### src/rtl/spike_rate_decoder_pkg.sv
// Shared types and defaults for the spike rate decoder: FSM encoding and
// the default widths used by the top and its bench.
package spike_rate_decoder_pkg;

  typedef enum logic {
    ST_IDLE  = 1'b0,
    ST_COUNT = 1'b1
  } state_t;

  localparam int WINDOW_W_DEF = 8;
  localparam int COUNT_W_DEF  = 8;

  // All-ones saturation ceiling for a counter of the default width.
  localparam logic [COUNT_W_DEF-1:0] COUNT_MAX_DEF = '1;

endpackage

### src/rtl/spike_rate_decoder_if.sv
// Result handshake between the decoder (master) and the readout stage (slave).
// rate_valid/rate_out hold steady until the cycle rate_valid & rate_ready are both 1.
interface spike_rate_decoder_if #(
  parameter int COUNT_W = 8
);
  logic [COUNT_W-1:0] rate_out;
  logic               rate_valid;
  logic               rate_ready;
  logic               overrun;

  modport master (
    output rate_out,
    output rate_valid,
    output overrun,
    input  rate_ready
  );

  modport slave (
    input  rate_out,
    input  rate_valid,
    input  overrun,
    output rate_ready
  );
endinterface

### src/rtl/spike_rate_decoder_counter.sv
// Saturating spike counter. next_count is the value the count would take this
// cycle, which the top uses directly as the window result on the last cycle.
module spike_sat_counter #(
  parameter int COUNT_W = 8
) (
  input  logic               clk,
  input  logic               reset_n,
  input  logic               clear,
  input  logic               start,
  input  logic               inc,
  output logic [COUNT_W-1:0] count,
  output logic [COUNT_W-1:0] next_count
);
  localparam logic [COUNT_W-1:0] MAX = '1;

  logic [COUNT_W-1:0] base;

  // start restarts the tally from zero so the first sample of a window counts.
  always_comb begin
    base       = start ? '0 : count;
    next_count = (inc && (base != MAX)) ? base + 1'b1 : base;
  end

  always_ff @(posedge clk or negedge reset_n) begin
    if (!reset_n) begin
      count <= '0;
    end else if (clear) begin
      count <= '0;
    end else begin
      count <= next_count;
    end
  end
endmodule

### src/rtl/spike_rate_decoder.sv
// Counts spikes over a programmable window and hands each completed count to
// the readout stage; results arriving while one is still unconsumed are dropped.
module spike_rate_decoder
  import spike_rate_decoder_pkg::*;
#(
  parameter int WINDOW_W = WINDOW_W_DEF,
  parameter int COUNT_W  = COUNT_W_DEF
) (
  input  logic                clk,
  input  logic                reset_n,
  input  logic                enable,
  input  logic [WINDOW_W-1:0] window_len,
  input  logic                spike_in,
  spike_rate_decoder_if.master rate,
  output state_t              fsm_state
);
  state_t              state;
  logic [WINDOW_W-1:0] cyc;
  logic [WINDOW_W-1:0] last_idx;
  logic [WINDOW_W-1:0] last_idx_new;
  logic [WINDOW_W-1:0] last_idx_cur;
  logic                is_first;
  logic                last;
  logic                new_result;
  logic [COUNT_W-1:0]  cnt;
  logic [COUNT_W-1:0]  cnt_next;
  logic [COUNT_W-1:0]  out_q;
  logic                valid_q;
  logic                ovr_q;

  // Window cycle 0 is either the first enabled cycle out of IDLE or the
  // cycle right after a completed window (cyc parked at 0).
  always_comb begin
    is_first     = (state == ST_IDLE) || (cyc == '0);
    last_idx_new = (window_len == '0) ? '0 : window_len - 1'b1;
    last_idx_cur = is_first ? last_idx_new : last_idx;
    last         = (cyc == last_idx_cur);
    new_result   = enable && last;
  end

  spike_sat_counter #(.COUNT_W(COUNT_W)) u_cnt (
    .clk        (clk),
    .reset_n    (reset_n),
    .clear      (!enable),
    .start      (is_first),
    .inc        (spike_in),
    .count      (cnt),
    .next_count (cnt_next)
  );

  always_ff @(posedge clk or negedge reset_n) begin
    if (!reset_n) begin
      state    <= ST_IDLE;
      cyc      <= '0;
      last_idx <= '0;
    end else if (!enable) begin
      state <= ST_IDLE;
      cyc   <= '0;
    end else begin
      state <= ST_COUNT;
      cyc   <= last ? '0 : cyc + 1'b1;
      if (is_first) begin
        last_idx <= last_idx_new;
      end
    end
  end

  // A pending result is only replaced in the same cycle it is being consumed.
  always_ff @(posedge clk or negedge reset_n) begin
    if (!reset_n) begin
      out_q   <= '0;
      valid_q <= 1'b0;
      ovr_q   <= 1'b0;
    end else begin
      ovr_q <= 1'b0;
      if (new_result) begin
        if (!valid_q || rate.rate_ready) begin
          out_q   <= cnt_next;
          valid_q <= 1'b1;
        end else begin
          ovr_q <= 1'b1;
        end
      end else if (valid_q && rate.rate_ready) begin
        valid_q <= 1'b0;
      end
    end
  end

  assign rate.rate_out   = out_q;
  assign rate.rate_valid = valid_q;
  assign rate.overrun    = ovr_q;
  assign fsm_state       = state;
endmodule

### src/flat_wrapper.sv
// flat-port wrapper written by rule: the top's interface ports become plain ports
module spike_rate_decoder_flat import spike_rate_decoder_pkg::*;
#(
  parameter int WINDOW_W = WINDOW_W_DEF,
  parameter int COUNT_W  = COUNT_W_DEF
)
  (clk, reset_n, enable, window_len, spike_in, fsm_state, rate_rate_out, rate_rate_valid, rate_overrun, rate_rate_ready);
  spike_rate_decoder_if #(.COUNT_W(COUNT_W)) rate_i ();
  input  logic clk;
  input  logic reset_n;
  input  logic enable;
  input  logic [WINDOW_W-1:0] window_len;
  input  logic spike_in;
  output state_t fsm_state;
  output wire logic [$bits(rate_i.rate_out)-1:0] rate_rate_out;
  output wire logic [$bits(rate_i.rate_valid)-1:0] rate_rate_valid;
  output wire logic [$bits(rate_i.overrun)-1:0] rate_overrun;
  input wire logic [$bits(rate_i.rate_ready)-1:0] rate_rate_ready;
  assign rate_rate_out = rate_i.rate_out;
  assign rate_rate_valid = rate_i.rate_valid;
  assign rate_overrun = rate_i.overrun;
  assign rate_i.rate_ready = rate_rate_ready;
  spike_rate_decoder #(.WINDOW_W(WINDOW_W), .COUNT_W(COUNT_W)) u_core (.clk(clk), .reset_n(reset_n), .enable(enable), .window_len(window_len), .spike_in(spike_in), .rate(rate_i), .fsm_state(fsm_state));
endmodule
### config.mk
export PLATFORM = sky130hd
export DESIGN_NAME = spike_rate_decoder_flat
export DESIGN_NICKNAME = d
export VERILOG_FILES = /design/src/rtl/spike_rate_decoder_pkg.sv /design/src/rtl/spike_rate_decoder_if.sv /design/src/rtl/spike_rate_decoder_counter.sv /design/src/rtl/spike_rate_decoder.sv /design/src/flat_wrapper.sv
export SDC_FILE = /design/constraint.sdc
export NUM_CORES = 1
export LEC_CHECK = 0
export CAP_MARGIN = 20
export CORE_ASPECT_RATIO = 1.2
export CORE_MARGIN = 3
export CORE_UTILIZATION = 35
export CTS_CLUSTER_SIZE = 40
export DETAILED_ROUTE_END_ITERATION = 7
export SLEW_MARGIN = 20
export SYNTH_ARGS = -nofsm -noshare
export SYNTH_HDL_FRONTEND = slang
export SYNTH_SLANG_ARGS = --single-unit
### constraint.sdc
create_clock -name clk -period 3.3 [get_ports clk]
set_clock_uncertainty 0.1 [all_clocks]
set_input_delay 0.33 -clock clk [delete_from_list [all_inputs] [get_ports clk]]
set_output_delay 0.33 -clock clk [all_outputs]
set_load 0.02 [all_outputs]
==> results.md, run 1 <==
* Synthesized instance count at 199
* Vias in the first global route at about 1500
* Synth cell types at 45
* CP Capture Type: flip-flop
* Critical Path RT at approximately 3.4 ns
* CP delay by family, top: simple AND/OR/NAND/NOR gates
* CTS tree: yes
* CTS Buf Count at 5
* Final setup fails at 0
* Final wirelength at between 4000 and 5000 um
* Share of the synthesized area in the top cell type at 0.435
* Arrival time worst endpoint at 3.14 ns
* Fmax at between 0.3 and 0.4 GHz
* Dpl hpwl at roughly 3200 um
* Grt ovf at 0
* I/O Buffers at 23
* Hold Violations, Final at 0
* Chip width at between 70 and 80 um
* Post-Place Worst Slack at -0.0862 ns
* Worst slew pin tran at ~0.45 ns
* Worst setup margin at between 0.2 and 0.25 ns
* Compound-Gate Fraction of Synth Area at 0.108
* Fin nets at 260
* Fillers at around 550
* Post-DRT Antenna Nets at 0
* Total power at around 0.001 W
* DRC violations left at 0
* Async SR Flop Fraction at 1.00
* Fin crit period at 3.07 ns
* Status: finished clean
* Clock sink count at 35
* Commonest non-fill, non-tap cells in the layout: 35 x dfrtp_1, 23 x clkdlybuf4s50_1, 19 x buf_4, 18 x nor2_1
* Worst Path Max Fanout at 8
* Startpoint Class: input port
* # hold bufs at CTS at 0
* Slew HR at 0.702
* VDD IR max at 162 uV
* Seq cells post-synth at 35
* Root buf cell: clkbuf_8
* Largest family of logic cells by synthesized area: simple AND/OR/NAND/NOR gates
* Die Height at around 90 um
* # rows at 29
* N_diodes at 0
* Initial drt markers at 41
* Mapped Area at a little over 2000 um2
* Multiplexer share of the synthesized area at 0.0863
* Core Region at roughly 5400 um2
* RSZ-0062 raised after global routing: no
* Bufs on Longest Clock Path at 2
* Syn_area_per_cell at between 10 and 15 um2
* HP Class: in -> async
* MaxCap Viol Count at 0
* GPL Wtd Cong at slightly above 0.8
* Post-synth top flop: dfrtp_1
* Layout cell share with drive strength beyond 1 at 0.202
* Routed len/inst at about 13 um
* Max Slew Vio Count at 0
* Sequential share of the synthesized area at 0.435
* Crit-path max cell delay at ~0.42 ns
* Vias at around 1500
* Largest net degree at the start of global routing at 36
* Commonest non-fill, non-tap cell in the layout: dfrtp_1
* Post-Synth Adder-Cell Area at 0.0310
* Synth Area in XOR/XNOR at 0.0999
* CP Buf/Inv Count at 4
* Die area at 6710 um2
* Synth area leaders: dfrtp_1 43%, mux2_2 6.1%, xor2_1 5.6%
* 1st-pass router iterations at 4
* Global-route wire length before repair at a little under 7000 um
* Initial core utilization at 0.370
* Initial antenna violation count at 0
* Crit path cell chain: clkdlybuf4s50_1, inv_1, ha_1, nor3b_1, a2111oi_2, buf_4, or3_1, a211oi_1, o211ai_1, nor3_4, buf_12, mux2_2
* Static Leak at ~1.1 nW
* CP Class: in -> reg
* GRT Total Usage at 0.138
* Post-synthesis simple-gate area fraction at 0.203
* Clock-pin slew on the worst setup and hold paths at roughly 0.070 ns
* Routed vias/inst at ~5.0
* Top cell type by total area after synthesis: dfrtp_1
* Boundary Pins at 24
* P per Cell Area at around 400 nW/um2
* Number of flops mapped to enable cells by yosys at 0
* Yosys warnings at 0
* Area growth from synthesis to layout at 26.5%
* Synthesized Nets at between 200 and 250
* CTS H-tree lvls at 2
* Final period utilization at 0.931
* Worst path slowest cell: clkdlybuf4s50_1
* Clock latency on the worst-skew pair at between 0.2 and 0.3 ns
==> synthesized netlist by cell type, drive strengths merged, types with 3 or more instances <==
master / number
clkbuf: 3
or3: 3
and2: 6
nor2: 18
inv: 8
xor2: 13
a21oi: 6
nand3: 7
mux2i: 5
nor3: 6
dfrtp: 35
and3: 3
o31ai: 4
xnor2: 10
nand2: 13
ha: 5
nand4: 3
mux2: 11
o21ai: 7
buf: 4
a211oi: 3
==> area by class of cell <==
cell class	instances	area (um2)	area share
Multi-Input combinational cell	149	1070	0.421
Tap cell	62	77.6	0.0304
Clock buffer	8	100	0.0393
Timing Repair Buffer	43	393	0.154
Inverter	8	30.0	0.0118
Sequential cell	35	876	0.343
==> what timing repair did <==
action / CTS / global route
resized for setup: 0 / 2
buffers inserted: 0 / 0
endpoints found under the setup margin: 0 / 5
==> report_power, final <==
part           leakage [nW]  switching, W  internal (W)
Sequential            0.463     0.0000209      0.000460
Clock                0.0515      0.000149      0.000190
Combinational         0.610      0.000100      0.000103
==> cell families (layout without fill, tap and decap cells) <==
group                      after synthesis  after routing
buffers and inverters                   15             59
adders and majority gates                5              5
muxes                                   16             16
DFF                                     35             35
and+or+nand+nor                         74             74
xor gates and xnor gates                23             23
AOI/OAI and AO/OA                       31             31
==> worst register-to-register path, stage by stage (launching register included) <==
cell and delay, ns:
dfrtp_1 0.44, inv_1 0.11, ha_1 0.15, or4b_4 0.48, o21ai_4 0.28, mux2i_1 0.25, xor2_1 0.16, nand4_1 0.22
nor3_4 0.26, buf_12 0.15, mux2_2 0.33
==> flip-flops by register name (all words and copies together), names as in the netlist <==
signal and count:
u_core.cyc 8, u_core.last_idx 8, u_core.rate.rate_out 8, u_core.u_cnt.count 8
u_core.fsm_state 1, u_core.rate.overrun 1, u_core.rate.rate_valid 1
==> layer usage <==
layer	vias to the layer above	track usage	wire [um]	part of all wire
li1	782	-	-	-
met1	715	0.156	1800	0.44
met2	29	0.247	2070	0.51
met3	6	0.0382	142	0.035
met4	0	0.0461	57	0.014
met5	-	0	0	0
==> metrics by stage <==
stage / utilization / hold WS, ns / area (um2) / std cells / setup TNS, ns
after global routing: 0.469 / 0.396 / 2550 / 305 / 0
after global placement: 0.449 / 0.375 / 2440 / 297 / -0.0576
final: 0.469 / 0.365 / 2550 / 305 / 0
after floorplan: - / -0.0656 / 2020 / 199 / 0
after detailed placement: 0.449 / 0.372 / 2440 / 297 / -0.574
after CTS: 0.467 / 0.376 / 2540 / 305 / 0
==> final timing paths <==
path	from	to	slack, ns	cells past startpoint
max in group asynchronous	reset_n	u_core.last_idx[5]	2.43	2
min	reset_n	u_core.cyc[7]	0.37	2
max reg2reg	u_core.cyc[1]	u_core.rate.rate_out[5]	0.26	10
min reg2reg	u_core.last_idx[4]	u_core.last_idx[4]	0.39	2
max	window_len[0]	u_core.rate.rate_out[5]	0.23	12
min in group clk	u_core.last_idx[4]	u_core.last_idx[4]	0.39	2
Note: power is estimated with default switching activity, not from simulation.
==> run 2: changes to the inputs <==
CORE_UTILIZATION = 55   (was 35)
PLACE_DENSITY = 0.79   (was not set)
==> run 2 against run 1 <==
Compared with the run above:
- final area is 2.4% lower
- critical path depth is 2 lower
- sequential power hardly changed
- first-iteration DRC count is 61% higher
- register-to-register slack worse by 0.02 ns
- clock power is 9.7% lower
- via count is 5.5% higher
- total power is 3.2% lower
- flip-flop and latch count stayed put
- worst setup slack worse by 0.011 ns
- core utilization is 26 points higher
==> results.md, run 2 (synthesis results as in run 1) <==
* Die Height at 72.3 um (-19%)
* Placed Area at 2390 um2 (-1.9%)
* Initial drt markers at 66 (+61%)
* Dpl hpwl at 3300 um (+3.3%)
* Routed vias/inst at 5.84 (+16%)
* Die area at 4430 um2 (-34%)
* VDD IR max at 307 uV (+89%)
* CTS tree: yes
* Clock latency on the worst-skew pair at 0.28 ns (about the same)
* Routed len/inst at 15.6 um (+17%)
* Commonest non-fill, non-tap cell in the layout: dfrtp_1
* HP Class: in -> async
* # hold bufs at CTS at 0 (unchanged)
* Post-DRT Antenna Nets at 0 (unchanged)
* Initial core utilization at 0.589 (+0.218)
* Clock sink count at 35 (unchanged)
* Worst slew pin tran at 0.465 ns (+0.0194 ns)
* DRC violations left at 0 (unchanged)
* Fin crit period at 3.08 ns (+0.0109 ns)
* N_diodes at 0 (unchanged)
* Vias at 1617 (+5.5%)
* I/O Buffers at 23 (unchanged)
* Boundary Pins at 24 (unchanged)
* GPL Wtd Cong at 0.999 (+24%)
* Initial antenna violation count at 0 (unchanged)
* Max Slew Vio Count at 0 (unchanged)
* CTS H-tree lvls at 2 (unchanged)
* Hold Violations, Final at 0 (unchanged)
* MaxCap Viol Count at 0 (unchanged)
* Global-route wire length before repair at 7330 um (+6.0%)
* Commonest non-fill, non-tap cells in the layout: 35 x dfrtp_1, 23 x clkdlybuf4s50_1, 18 x nor2_1, 17 x buf_4
* Bufs on Longest Clock Path at 2 (unchanged)
* Combinational power share at 0.203 (+0.004)
* Switch share at 0.270 (+0.00647)
* Reg power frac at 0.487 (+0.017)
* GRT Total Usage at 0.221 (+0.0829)
* Worst Path Max Fanout at 8 (unchanged)
* CP Capture Type: flip-flop
* Clock share of power at 0.310 (-0.022)
* Arrival time worst endpoint at 3.15 ns (about the same)
* 1st-pass router iterations at 5 (+1)
* Vias in the first global route at 1643 (+9.8%)
* Grt ovf at 0 (unchanged)
* Static Leak at 1.11 nW (-1.1%)
* Root buf cell: clkbuf_8
* P per Cell Area at 398 nW/um2 (-0.79%)
* Critical Path RT at 3.37 ns (about the same)
* Startpoint Class: input port
* Internal power at 0.000723 W (-4.0%)
* Layout cell share with drive strength beyond 1 at 0.192 (-0.00998)
* Clock-pin slew on the worst setup and hold paths at 0.07 ns (about the same)
* Largest net degree at the start of global routing at 36 (unchanged)
* Post-Place Worst Slack at -0.0975 ns (-0.0113 ns)
* Fillers at 261 (-52%)
* RSZ-0062 raised after global routing: no
* Final wirelength at 4310 um (+6.0%)
* CP Class: in -> reg
* Core Region at 3420 um2 (-37%)
* Final period utilization at 0.935 (+0.00331)
* Worst setup margin at 0.215 ns (-0.0109 ns)
* Area growth from synthesis to layout at 23.5%
* Fmax at 0.324 GHz (-0.35%)
* Chip width at 61.3 um (-19%)
* Sw Pwr at 0.000268 W (-0.80%)
* Design Area, Final at 2490 um2 (-2.4%)
* Status: finished clean
* Final setup fails at 0 (unchanged)
* # rows at 23 (-21%)
* Fin nets at 258 (-0.77%)
* CTS Buf Count at 5 (unchanged)
* Slew HR at 0.687 (-0.0151)
==> run 2: cell count changes in the layout (fill, tap and decap cells not counted) <==
| cell | delta |
|---|---|
| buf_4 | -2 |
| a21oi_1 | +1 |
| a21oi_2 | -1 |
| clkbuf_1 | -1 |
| clkbuf_8 | -1 |
| clkinv_2 | +1 |
| nor4b_1 | -1 |
| nor4b_2 | +1 |
| o31ai_1 | +1 |
| o31ai_2 | -1 |
==> run 2: repair_timing <==
item	CTS	global route
resized for setup	0	1
buffers inserted	0	0
setup endpoints to repair	0	6
==> run 2: power groups by stage <==
stage	sequential (W)	clock (W)	combinational, W
after floorplan	0.000492	0	0.000116
after global placement	0.000488	0	0.000194
after detailed placement	0.000490	0	0.000201
after CTS	0.000482	0.000313	0.000202
after global routing	0.000485	0.000329	0.000222
final	0.000482	0.000307	0.000202
==> run 2: final cells by class <==
cell class / instances / area (um2) / area share
clock buffer: 6 / 82.6 / 0.0332
multi-input combinational: 149 / 1070 / 0.430
inverter: 8 / 30.0 / 0.0121
sequential: 35 / 876 / 0.352
timing repair buffer: 41 / 378 / 0.152
tap: 37 / 46.3 / 0.0186
clock inverter: 1 / 5.00 / 0.00201
==> run 2: final timing paths <==
kind,from,endpoint,slack [ns],cells after the start
worst max-delay path,window_len[1],u_core.rate.rate_out[0],0.22,10
worst min-delay path,reset_n,u_core.cyc[5],0.35,2
worst max register to register,u_core.cyc[0],u_core.rate.rate_out[0],0.24,10
worst min register to register,u_core.last_idx[7],u_core.last_idx[7],0.40,1
max in group asynchronous,reset_n,u_core.last_idx[3],2.44,2
min in group clk,u_core.last_idx[7],u_core.last_idx[7],0.40,1
==> run 2: through the flow <==
stage                     hold slack, ns  utilization  setup TNS (ns)  instances  total power, W
after floorplan                  -0.0656            -               0        199        0.000608
after global placement             0.364        0.699          -0.130        270        0.000682
after detailed placement           0.383        0.699          -0.567        270        0.000691
after CTS                          0.359        0.725               0        277        0.000997
after global routing               0.390        0.727               0        277         0.00104
final                              0.353        0.727               0        277        0.000991
==> run 2: worst max-delay path, cell delays in order <==
cell and delay [ns]:
clkdlybuf4s50_1 0.43, buf_4 0.15, or3_4 0.38, or4_1 0.54, a31oi_1 0.23, xnor2_1 0.15, o211ai_1 0.19, nor3_4 0.25
buf_12 0.15, mux2_2 0.34
==> run 2: routing by layer <==
layer | wire, um | global-route usage | vias to the layer above
li1 | - | - | 781
met1 | 1720 | 0.244 | 794
met2 | 2330 | 0.400 | 32
met3 | 164 | 0.0445 | 10
met4 | 95 | 0.0843 | 0
met5 | 0 | 0 | -
==> run 3: changes to the inputs <==
==> constraint.sdc (replaced) <==
create_clock -name clk -period 3.3 [get_ports clk]
set_clock_uncertainty 0.1 [all_clocks]
set_input_delay 0.99 -clock clk [delete_from_list [all_inputs] [get_ports clk]]
set_output_delay 0.99 -clock clk [all_outputs]
set_load 0.02 [all_outputs]
==> run 3 against run 2 <==
Compared with the run above:
- the flow now finishes with violations (setup timing)
- total power rose by 5.9%
- core utilization up 4.8 points
- sequential power barely moved
- count of clock-buffer cells in the layout increased by 2
- non-clock buffer count rose by 8
- first-iteration DRC count up 44%
- final area rose by 6.6%
- global-route usage rose by 2.8 points
- combinational power rose by 13%
- clock power is 10% higher
- register-to-register slack got worse by 0.06 ns
- critical path type unchanged
- highest routed layer unchanged
==> results.md, run 3 (synthesis results as in run 1) <==
* VDD IR max at 302 uV (-1.4%)
* CTS Buf Count at 5 (unchanged)
* Worst Path Max Fanout at 8 (unchanged)
* Worst Reg2Reg Path Length in Cells at 13 (+3)
* Grt ovf at 0 (unchanged)
* Routed len/inst at 16.8 um (+8.1%)
* Initial antenna violation count at 0 (unchanged)
* N_diodes at 0 (unchanged)
* Chip width at 61.3 um (unchanged)
* Max Slew Vio Count at 0 (unchanged)
* I/O Buffers at 23 (unchanged)
* Area growth from synthesis to layout at 31.6%
* Non-filler cells, final at 286 (+3.2%)
* Hold EP: u_core.last_idx[7]
* Hold_sp: u_core.last_idx[7]
* Total power at 0.00105 W (+5.9%)
* Static Leak at 1.19 nW (+6.9%)
* Core Region at 3420 um2 (unchanged)
* Fin crit period at 3.33 ns (+0.247 ns)
* Arrival time worst endpoint at 3.40 ns (+0.25 ns)
* MaxCap Viol Count at 0 (unchanged)
* CTS tree: yes
* WHS Path Cells at 1
* Status: finished, violations left
* CP Capture Type: flip-flop
* Fillers at 221 (-15%)
* Root buf cell: clkbuf_8
* DRC violations left at 0 (unchanged)
* RSZ-0062 raised after global routing: yes
* Final wirelength at 4810 um (+12%)
* Reg2reg setup slack at 0.18 ns (-0.06 ns)
* Final setup fails at 7 (+7)
* Dpl cells at 275 (+1.9%)
* Die Height at 72.3 um (unchanged)
* Commonest non-fill, non-tap cells in the layout: 35 x dfrtp_1, 23 x buf_4, 18 x nor2_1, 15 x clkdlybuf4s50_1
* Bufs on Longest Clock Path at 2 (unchanged)
* Initial core utilization at 0.589 (unchanged)
* Dpl hpwl at 3490 um (+5.8%)
* Slew HR at 0.701 (+0.0145)
* Vias in the first global route at 1729 (+5.2%)
* Worst setup margin at -0.0314 ns (-0.247 ns)
* GRT Total Usage at 0.249 (+0.0282)
* Clock latency on the worst-skew pair at 0.29 ns (about the same)
* HP Class: reg -> reg
* Routed vias/inst at 5.92 (+1.5%)
* Critical Path RT at 3.37 ns (about the same)
* CP Class: in -> reg
* Fin nets at 266 (+3.1%)
* Initial drt markers at 95 (+44%)
* GPL Wtd Cong at 0.867 (-13%)
* Worst r2r src: u_core.cyc[1]
* 1st-pass router iterations at 4 (-1)
* Fmax at 0.300 GHz (-7.4%)
* Final period utilization at 1.01 (+0.0748)
* Worst slew pin tran at 0.445 ns (-0.0208 ns)
* P per Cell Area at 395 nW/um2 (-0.67%)
* Boundary Pins at 24 (unchanged)
* Global-route wire length before repair at 8090 um (+10%)
* Worst r2r dst: u_core.rate.rate_out[7]
* # rows at 23 (unchanged)
* Hold Violations, Final at 0 (unchanged)
* Die area at 4430 um2 (unchanged)
* Vias at 1694 (+4.8%)
* Register Area at 876 um2 (unchanged)
* Failing checks: setup timing
* Clock-pin slew on the worst setup and hold paths at 0.07 ns (about the same)
* Clock sink count at 35 (unchanged)
* Commonest non-fill, non-tap cell in the layout: dfrtp_1
* Post-DRT Antenna Nets at 0 (unchanged)
* Largest net degree at the start of global routing at 36 (unchanged)
* Startpoint Class: input port
* CTS H-tree lvls at 2 (unchanged)
* Area of the multi-input gates at 1180 um2 (+10%)
* Layout cell share with drive strength beyond 1 at 0.285 (+0.0935)
==> run 3: cell count changes in the layout (fill, tap and decap cells not counted), sizes merged <==
cell           change
clkinv             -1
clkdlybuf4s50      -8
clkbuf             +3
buf               +14
dlygate4sd2        +1
==> run 3: timing repair <==
action                                  CTS  global route
pin swaps                                11             7
gates cloned                              0             0
endpoints found under the setup margin   18            20
gates resized for setup                  43            10
setup buffers                             2             1
hold buffers                              0             0
==> run 3: metrics by stage <==
stage | setup WS, ns | setup TNS, ns | area (um2) | util | hold slack [ns]
2_1_floorplan | -0.0920 | -0.601 | 2030 | - | 0.349
3_5_place_dp | -0.857 | -12.59 | 2440 | 0.712 | 0.388
6_report | -0.0314 | -0.195 | 2650 | 0.775 | 0.398
5_1_grt | -0.0988 | -0.719 | 2650 | 0.775 | 0.407
3_3_place_gp | -0.635 | -9.39 | 2440 | 0.712 | 0.364
4_1_cts | -0.0341 | -0.201 | 2620 | 0.765 | 0.404
==> run 3: power by group <==
group          switching, W  internal, W  leakage (nW)  total [W]
Sequential        0.0000231     0.000460         0.463   0.000483
Clock              0.000148     0.000190        0.0515   0.000338
Combinational      0.000116     0.000112         0.675   0.000228
Total              0.000287     0.000762          1.19    0.00105
==> run 3: area by class of cell <==
class / count / share of cell area
Timing Repair Buffer: 49 / 0.159
Inverter: 8 / 0.0113
Sequential cell: 35 / 0.330
Multi-Input combinational cell: 149 / 0.444
Clock buffer: 8 / 0.0377
Tap cell: 37 / 0.0175
==> run 3: critical path: stages <==
cell and delay [ns]:
buf_6 0.09, or4_4 0.54, or4_4 0.57, a31oi_4 0.18, xnor2_2 0.13, o211ai_1 0.18
nor3_4 0.26, buf_12 0.16, mux2_4 0.29
==> run 3: layer usage <==
metal | global-route usage | share of wire | up-vias
met5 | 0 | 0 | -
met4 | 0.106 | 0.026 | 0
met3 | 0.0480 | 0.037 | 14
met2 | 0.442 | 0.55 | 48
met1 | 0.280 | 0.38 | 830
li1 | - | - | 802
==> run 3: how the worst max path moves through the flow <==
| stage | to | slack [ns] | cells past startpoint | from |
|---|---|---|---|---|
| floorplan | u_core.rate.rate_out[0] | -0.09 | 8 | window_len[2] |
| global placement | u_core.rate.rate_out[5] | -0.63 | 11 | window_len[0] |
| detailed placement | u_core.rate.rate_out[3] | -0.86 | 11 | window_len[1] |
| CTS | u_core.rate.rate_out[3] | -0.03 | 10 | window_len[0] |
| global route | u_core.rate.rate_out[6] | -0.1 | 9 | window_len[4] |
| finish | u_core.rate.rate_out[6] | -0.03 | 9 | window_len[4] |
